`src/rtl/hazard_ctrl.sv`:
```
// Pipeline hazard controller: load-use, long-latency scoreboard, fence and
// redirect-flush sequencing for the IF/DE/EX/MEM stages.
module hazard_ctrl #(
    parameter int REDIRECT_BUBBLES = 1,
    parameter int NREGS            = 32
) (
    input  logic             clk,
    input  logic             reset,
    input  logic             de_valid,
    input  logic [4:0]       de_rs1,
    input  logic [4:0]       de_rs2,
    input  logic [4:0]       de_rd,
    input  logic             de_rs1_used,
    input  logic             de_rs2_used,
    input  logic             de_wen,
    input  logic             de_fence,
    input  logic             de_long,
    input  logic             ex_valid,
    input  logic             ex_is_load,
    input  logic             ex_wen,
    input  logic [4:0]       ex_rd,
    input  logic             mem_valid,
    input  logic             mem_busy,
    input  logic             ex_redirect,
    input  logic             lu_busy,
    input  logic             lu_done,
    input  logic [4:0]       lu_rd,
    output logic             stall_if,
    output logic             stall_de,
    output logic             stall_ex,
    output logic             bubble_ex,
    output logic             flush_if,
    output logic             flush_de,
    output logic [NREGS-1:0] sb_pending
);

    typedef enum logic [1:0] {
        ST_RUN   = 2'd0,
        ST_FLUSH = 2'd1,
        ST_FENCE = 2'd2
    } state_t;

    state_t           state_r, state_next_s;
    logic [2:0]       cnt_r, cnt_next_s;
    logic [NREGS-1:0] sb_r, sb_next_s;
    logic             load_use_s, sb_haz_s, struct_s, drain_busy_s;
    logic             sb_set_s, sb_clr_s;

    // Hazard detection against the EX stage and the registered scoreboard only
    always_comb begin
        load_use_s   = ex_valid & ex_is_load & ex_wen & (ex_rd != 5'd0) & de_valid &
                       (((ex_rd == de_rs1) & de_rs1_used) | ((ex_rd == de_rs2) & de_rs2_used));
        sb_haz_s     = de_valid & ((sb_r[de_rs1] & de_rs1_used) |
                                   (sb_r[de_rs2] & de_rs2_used) |
                                   (sb_r[de_rd]  & de_wen));
        struct_s     = de_valid & de_long & lu_busy;
        drain_busy_s = (sb_r != {NREGS{1'b0}}) | ex_valid | mem_valid;
    end

    // Stage controls and FSM next state; priority mem_busy > redirect > fence > data hazard
    always_comb begin
        stall_if     = 1'b0;
        stall_de     = 1'b0;
        stall_ex     = 1'b0;
        bubble_ex    = 1'b0;
        flush_if     = 1'b0;
        flush_de     = 1'b0;
        state_next_s = state_r;
        cnt_next_s   = cnt_r;
        if (reset) begin
            state_next_s = ST_RUN;
            cnt_next_s   = 3'd0;
        end else if (mem_busy) begin
            stall_if = 1'b1;
            stall_de = 1'b1;
            stall_ex = 1'b1;
        end else if (ex_redirect) begin
            flush_if     = 1'b1;
            flush_de     = 1'b1;
            cnt_next_s   = 3'(REDIRECT_BUBBLES);
            state_next_s = (REDIRECT_BUBBLES != 0) ? ST_FLUSH : ST_RUN;
        end else begin
            case (state_r)
                ST_FLUSH: begin
                    flush_if   = 1'b1;
                    flush_de   = 1'b1;
                    cnt_next_s = cnt_r - 3'd1;
                    if (cnt_r <= 3'd1) begin
                        cnt_next_s   = 3'd0;
                        state_next_s = ST_RUN;
                    end else begin
                        state_next_s = ST_FLUSH;
                    end
                end
                ST_FENCE: begin
                    // The fence leaves DE in the same cycle the machine drains
                    if (!drain_busy_s) begin
                        state_next_s = ST_RUN;
                    end else begin
                        stall_if  = 1'b1;
                        stall_de  = 1'b1;
                        bubble_ex = 1'b1;
                    end
                end
                ST_RUN: begin
                    if (de_valid & de_fence & drain_busy_s) begin
                        state_next_s = ST_FENCE;
                        stall_if     = 1'b1;
                        stall_de     = 1'b1;
                        bubble_ex    = 1'b1;
                    end else if (load_use_s | sb_haz_s | struct_s) begin
                        stall_if  = 1'b1;
                        stall_de  = 1'b1;
                        bubble_ex = 1'b1;
                    end else begin
                        state_next_s = ST_RUN;
                    end
                end
                default: begin
                    state_next_s = ST_RUN;
                    cnt_next_s   = 3'd0;
                end
            endcase
        end
    end

    // Scoreboard update: long op leaving DE sets its bit, long-unit writeback clears; set wins
    always_comb begin
        sb_set_s  = ~reset & ~mem_busy & ~stall_de & ~flush_de &
                    de_valid & de_long & de_wen & (de_rd != 5'd0);
        sb_clr_s  = ~reset & lu_done & (lu_rd != 5'd0);
        sb_next_s = sb_r;
        if (sb_clr_s) begin
            sb_next_s = sb_next_s & ~({{(NREGS-1){1'b0}}, 1'b1} << lu_rd);
        end else begin
            sb_next_s = sb_next_s;
        end
        if (sb_set_s) begin
            sb_next_s = sb_next_s | ({{(NREGS-1){1'b0}}, 1'b1} << de_rd);
        end else begin
            sb_next_s = sb_next_s;
        end
    end

    // State, redirect counter and scoreboard registers
    always_ff @(posedge clk or posedge reset) begin
        if (reset) begin
            state_r <= ST_RUN;
            cnt_r   <= 3'd0;
            sb_r    <= {NREGS{1'b0}};
        end else begin
            state_r <= state_next_s;
            cnt_r   <= cnt_next_s;
            sb_r    <= sb_next_s;
        end
    end

    assign sb_pending = sb_r;

    hazard_ctrl_chk u_chk (
        .clk     (clk),
        .reset   (reset),
        .sb_set  (sb_set_s),
        .sb_clr  (sb_clr_s),
        .set_idx (de_rd),
        .clr_idx (lu_rd)
    );

endmodule

// Checker: a scoreboard set and clear must never target the same register.
module hazard_ctrl_chk (
    input logic       clk,
    input logic       reset,
    input logic       sb_set,
    input logic       sb_clr,
    input logic [4:0] set_idx,
    input logic [4:0] clr_idx
);

    // WAW stalling should make a same-index set/clear collision unreachable
    set_clr_collide: assert property (@(posedge clk) disable iff (reset)
        !(sb_set && sb_clr && (set_idx == clr_idx)));

endmodule

```
`config.mk`:
```
export PLATFORM = sky130hd
export DESIGN_NAME = hazard_ctrl
export DESIGN_NICKNAME = d
export VERILOG_FILES = /design/src/rtl/hazard_ctrl.sv
export SDC_FILE = /design/constraint.sdc
export NUM_CORES = 1
export LEC_CHECK = 0
export CORE_MARGIN = 3
export CORE_UTILIZATION = 50
export DETAILED_ROUTE_END_ITERATION = 10
export PLACE_DENSITY = 0.83
export SYNTH_ARGS = -nofsm -noshare
export SYNTH_HDL_FRONTEND = slang
export SYNTH_HIERARCHICAL = 1
export SYNTH_SLANG_ARGS = --single-unit
```
`constraint.sdc`:
```
create_clock -name clk -period 3.05 [get_ports clk]
set_input_delay 0.61 -clock clk [delete_from_list [all_inputs] [get_ports clk]]
set_output_delay 0.61 -clock clk [all_outputs]
set_load 0.05 [all_outputs]
```
==> impl_metrics.json <==
{
  "grt_usage_pct": 33.4,
  "use_met2_pct": 54.0,
  "area_growth_pct": 42.5,
  "path_cells": "nor4_4, nand4_1, or4_4, o21ai_2, or2_4, and2_4, nand3_4, buf_8",
  "synth_warnings": 6,
  "violations": "setup timing",
  "synth_area_per_cell_um2": 9.70,
  "internal_power_uw": 868,
  "post-route-util_pct": 75.1,
  "outcome": "finished with violations",
  "grt-busiest-layer": "met2",
  "finClkSkew_ps": 7.18,
  "first_pass_iters": 5,
  "gp_congestion": 0.953,
  "core_area_um2": 6460,
  "synth_top_flop_cell": "dfrtp_1",
  "vias_per_cell": 7.01,
  "antenna_found_initial": 0,
  "use_met3_pct": 6.15,
  "reg2reg_slack_ps": 360,
  "yosysSeqAreaShare_pct": 27.2,
  "cts_made_buffers": 5,
  "start_kind": "flop",
  "cp_slowest_cell": "or4_4",
  "hold_violations": 0,
  "cts_root_buffer": "clkbuf_8",
  "clkPwrFrac_pct": 24.0,
  "finalMaxSlewViolations": 0,
  "drc": 0,
  "die_width_um": 88.5,
  "clk-insertion-delay-late_ps": 290,
  "post-place-ws_ps": -565,
  "dp.cells": 537,
  "tritoncts": "built",
  "cellPowerDensity_nw_per_um2": 276,
  "drive_above_1_share_pct": 34.0,
  "hold_buffers": 0,
  "synth_cell_types": 53,
  "critical-path-top-delay-family": "simple AND/OR/NAND/NOR gates",
  "ios": 79,
  "dieArea_um2": 7830,
  "synth_edf_count": 0,
  "syn-num-nets": 394,
  "vias": 3840,
  "p_sw_uw": 472,
  "grt_pass1_vias": 3923,
  "initialDrtViolationCount": 414,
  "antenna_cells": 0,
  "async_flop_share_pct": 100,
  "yosys-top-cells-area": "dfrtp_1, o31ai_2, or3_1, mux2i_1, o21ai_0",
  "grt_pass1_wl_um": 19900,
  "syn-cell-area_um2": 3400,
  "critPathArrivalTime_ps": 2500,
  "cap_violations": 0,
  "worst-path-buf-inv": 1,
  "final.setup.worst_slack_ps": -56.9,
  "routedWlPerCell_um": 24.3,
  "yosysTopAreaCell": "dfrtp_1",
  "combPwrFrac_pct": 36.1,
  "post-route-period-util_pct": 102,
  "required_ps": 2440,
  "path_clk_slew_ps": 70,
  "critPathMaxStageDelay_ps": 530,
  "ctsLongestPathBuffers": 2,
  "period_needed_ps": 3110,
  "die_h_um": 88.5,
  "slew_headroom_pct": 65.0,
  "swShare_pct": 35.2,
  "ant_nets": 0,
  "synth_top_area_share_pct": 27.2,
  "clkSinkCount": 37,
  "irDropWorstVdd_v": 0.000236,
  "worst-path-max-fanout": 4,
  "rows": 29,
  "grt_setup_unrepaired": "true",
  "crit_type": "reg -> out",
  "synth_top_cells_by_count": "dfrtp_1, o21ai_0, or3_1, o31ai_2, mux2i_1",
  "hold_path.class": "reg -> reg",
  "htreeDepth": 2,
  "gr-total-overflow": 0,
  "p_seq_share_pct": 39.9,
  "crit_path_end_kind": "output pin",
  "syn_inst": 351,
  "tightest_slew_ps": 524,
  "finalNetCount": 515,
  "fillers": 473,
  "start_util_pct": 52.7,
  "max_freq_mhz": 322,
  "use_met1_pct": 42.8,
  "layoutNonFillerInstCount": 548,
  "portBuffers": 78,
  "p_leak_nw": 2.00,
  "place_hpwl_um": 9420,
  "ys_seq_elements": 37,
  "setup_viol": 3,
  "wl_um": 13300,
  "grt_max_degree": 38
}
-- cell families after synthesis --
family,count (synthesis),synth area share (%)
multiplexers,33,15.2
flip-flops,37,27.2
buffers and inverters,35,6.47
adder cells (fa/ha/maj),2,0.735
AO/OA/AOI/OAI,105,25.6
AND/OR/NAND/NOR,129,22.2
XOR/XNOR,10,2.57
-- registers in the layout (all words and copies together) (netlist names) --
signal / count
state_r: 2
cnt_r: 3
sb_pending: 32
-- tightest hold or removal path, cell delays in order (launching register included) --
cell and delay [ps]:
dfrtp_1 360, nand2_1 50, o21ai_0 70
-- metrics by stage --
step                      instance area (µm²)  hold WS (ps)  total power [mW]  setup TNS, ps
final                                    4850           521              1.34           -152
after global placement                   4590           486             0.970          -2890
after floorplan                          3410           457             0.774           -439
after global routing                     4850           563              1.38           -477
after CTS                                4830           531              1.32          -9.81
after detailed placement                 4590           485             0.981          -4830
-- power by group through the flow --
stage | combinational (mW) | clock, mW | sequential [mW]
final | 0.484 | 0.322 | 0.534
after CTS | 0.469 | 0.319 | 0.529
after global placement | 0.433 | 0 | 0.537
after detailed placement | 0.444 | 0 | 0.537
after floorplan | 0.198 | 0 | 0.577
after global routing | 0.508 | 0.334 | 0.534
-- cell type report --
cell class / instances / area (µm²) / share of cell area (%)
clock buffer: 5 / 68.8 / 1.42
clock inverter: 1 / 5.00 / 0.103
inverter: 8 / 30.0 / 0.619
multi-input combinational: 279 / 2400 / 49.4
sequential: 37 / 931 / 19.2
tap: 77 / 96.3 / 1.99
timing repair buffer: 141 / 1320 / 27.2
-- routing by layer --
metal,up-vias,wire (µm)
li1,1601,-
met1,1838,4900
met2,332,6320
met3,69,1440
met4,0,633
met5,-,0
-- final timing paths --
path                                 from       endpoint  depth (start not counted)
min in group asynchronous           reset       cnt_r[1]                          4
max reg2reg                sb_pending[30]  sb_pending[6]                         10
min                              cnt_r[2]       cnt_r[2]                          2
max                        sb_pending[30]       stall_if                          8
min reg2reg                      cnt_r[2]       cnt_r[2]                          2
max in group asynchronous           reset  sb_pending[1]                          4
-- placed cells by master (no fill, tap or decap), drive strengths merged, types with 5 or more instances in the layout --
| cell type | count |
|---|---|
| a211oi | 6 |
| a21oi | 6 |
| buf | 74 |
| clkbuf | 6 |
| clkdlybuf4s50 | 52 |
| dfrtp | 37 |
| dlygate4sd2 | 8 |
| inv | 8 |
| mux2i | 19 |
| mux4 | 13 |
| nand2 | 18 |
| nand2b | 7 |
| nand3 | 9 |
| nand3b | 6 |
| nand4 | 5 |
| nor2 | 7 |
| nor2b | 14 |
| nor4 | 9 |
| o21ai | 38 |
| o31ai | 30 |
| or2 | 5 |
| or3 | 33 |
| xor2 | 8 |
-- timing repair --
item	4_1_cts	5_1_grt
setup buffers	4	1
setup endpoints to repair	3	3
pin swaps	22	12
gates cloned	0	0
resized for setup	76	19
(Power assumes the default switching activity.)
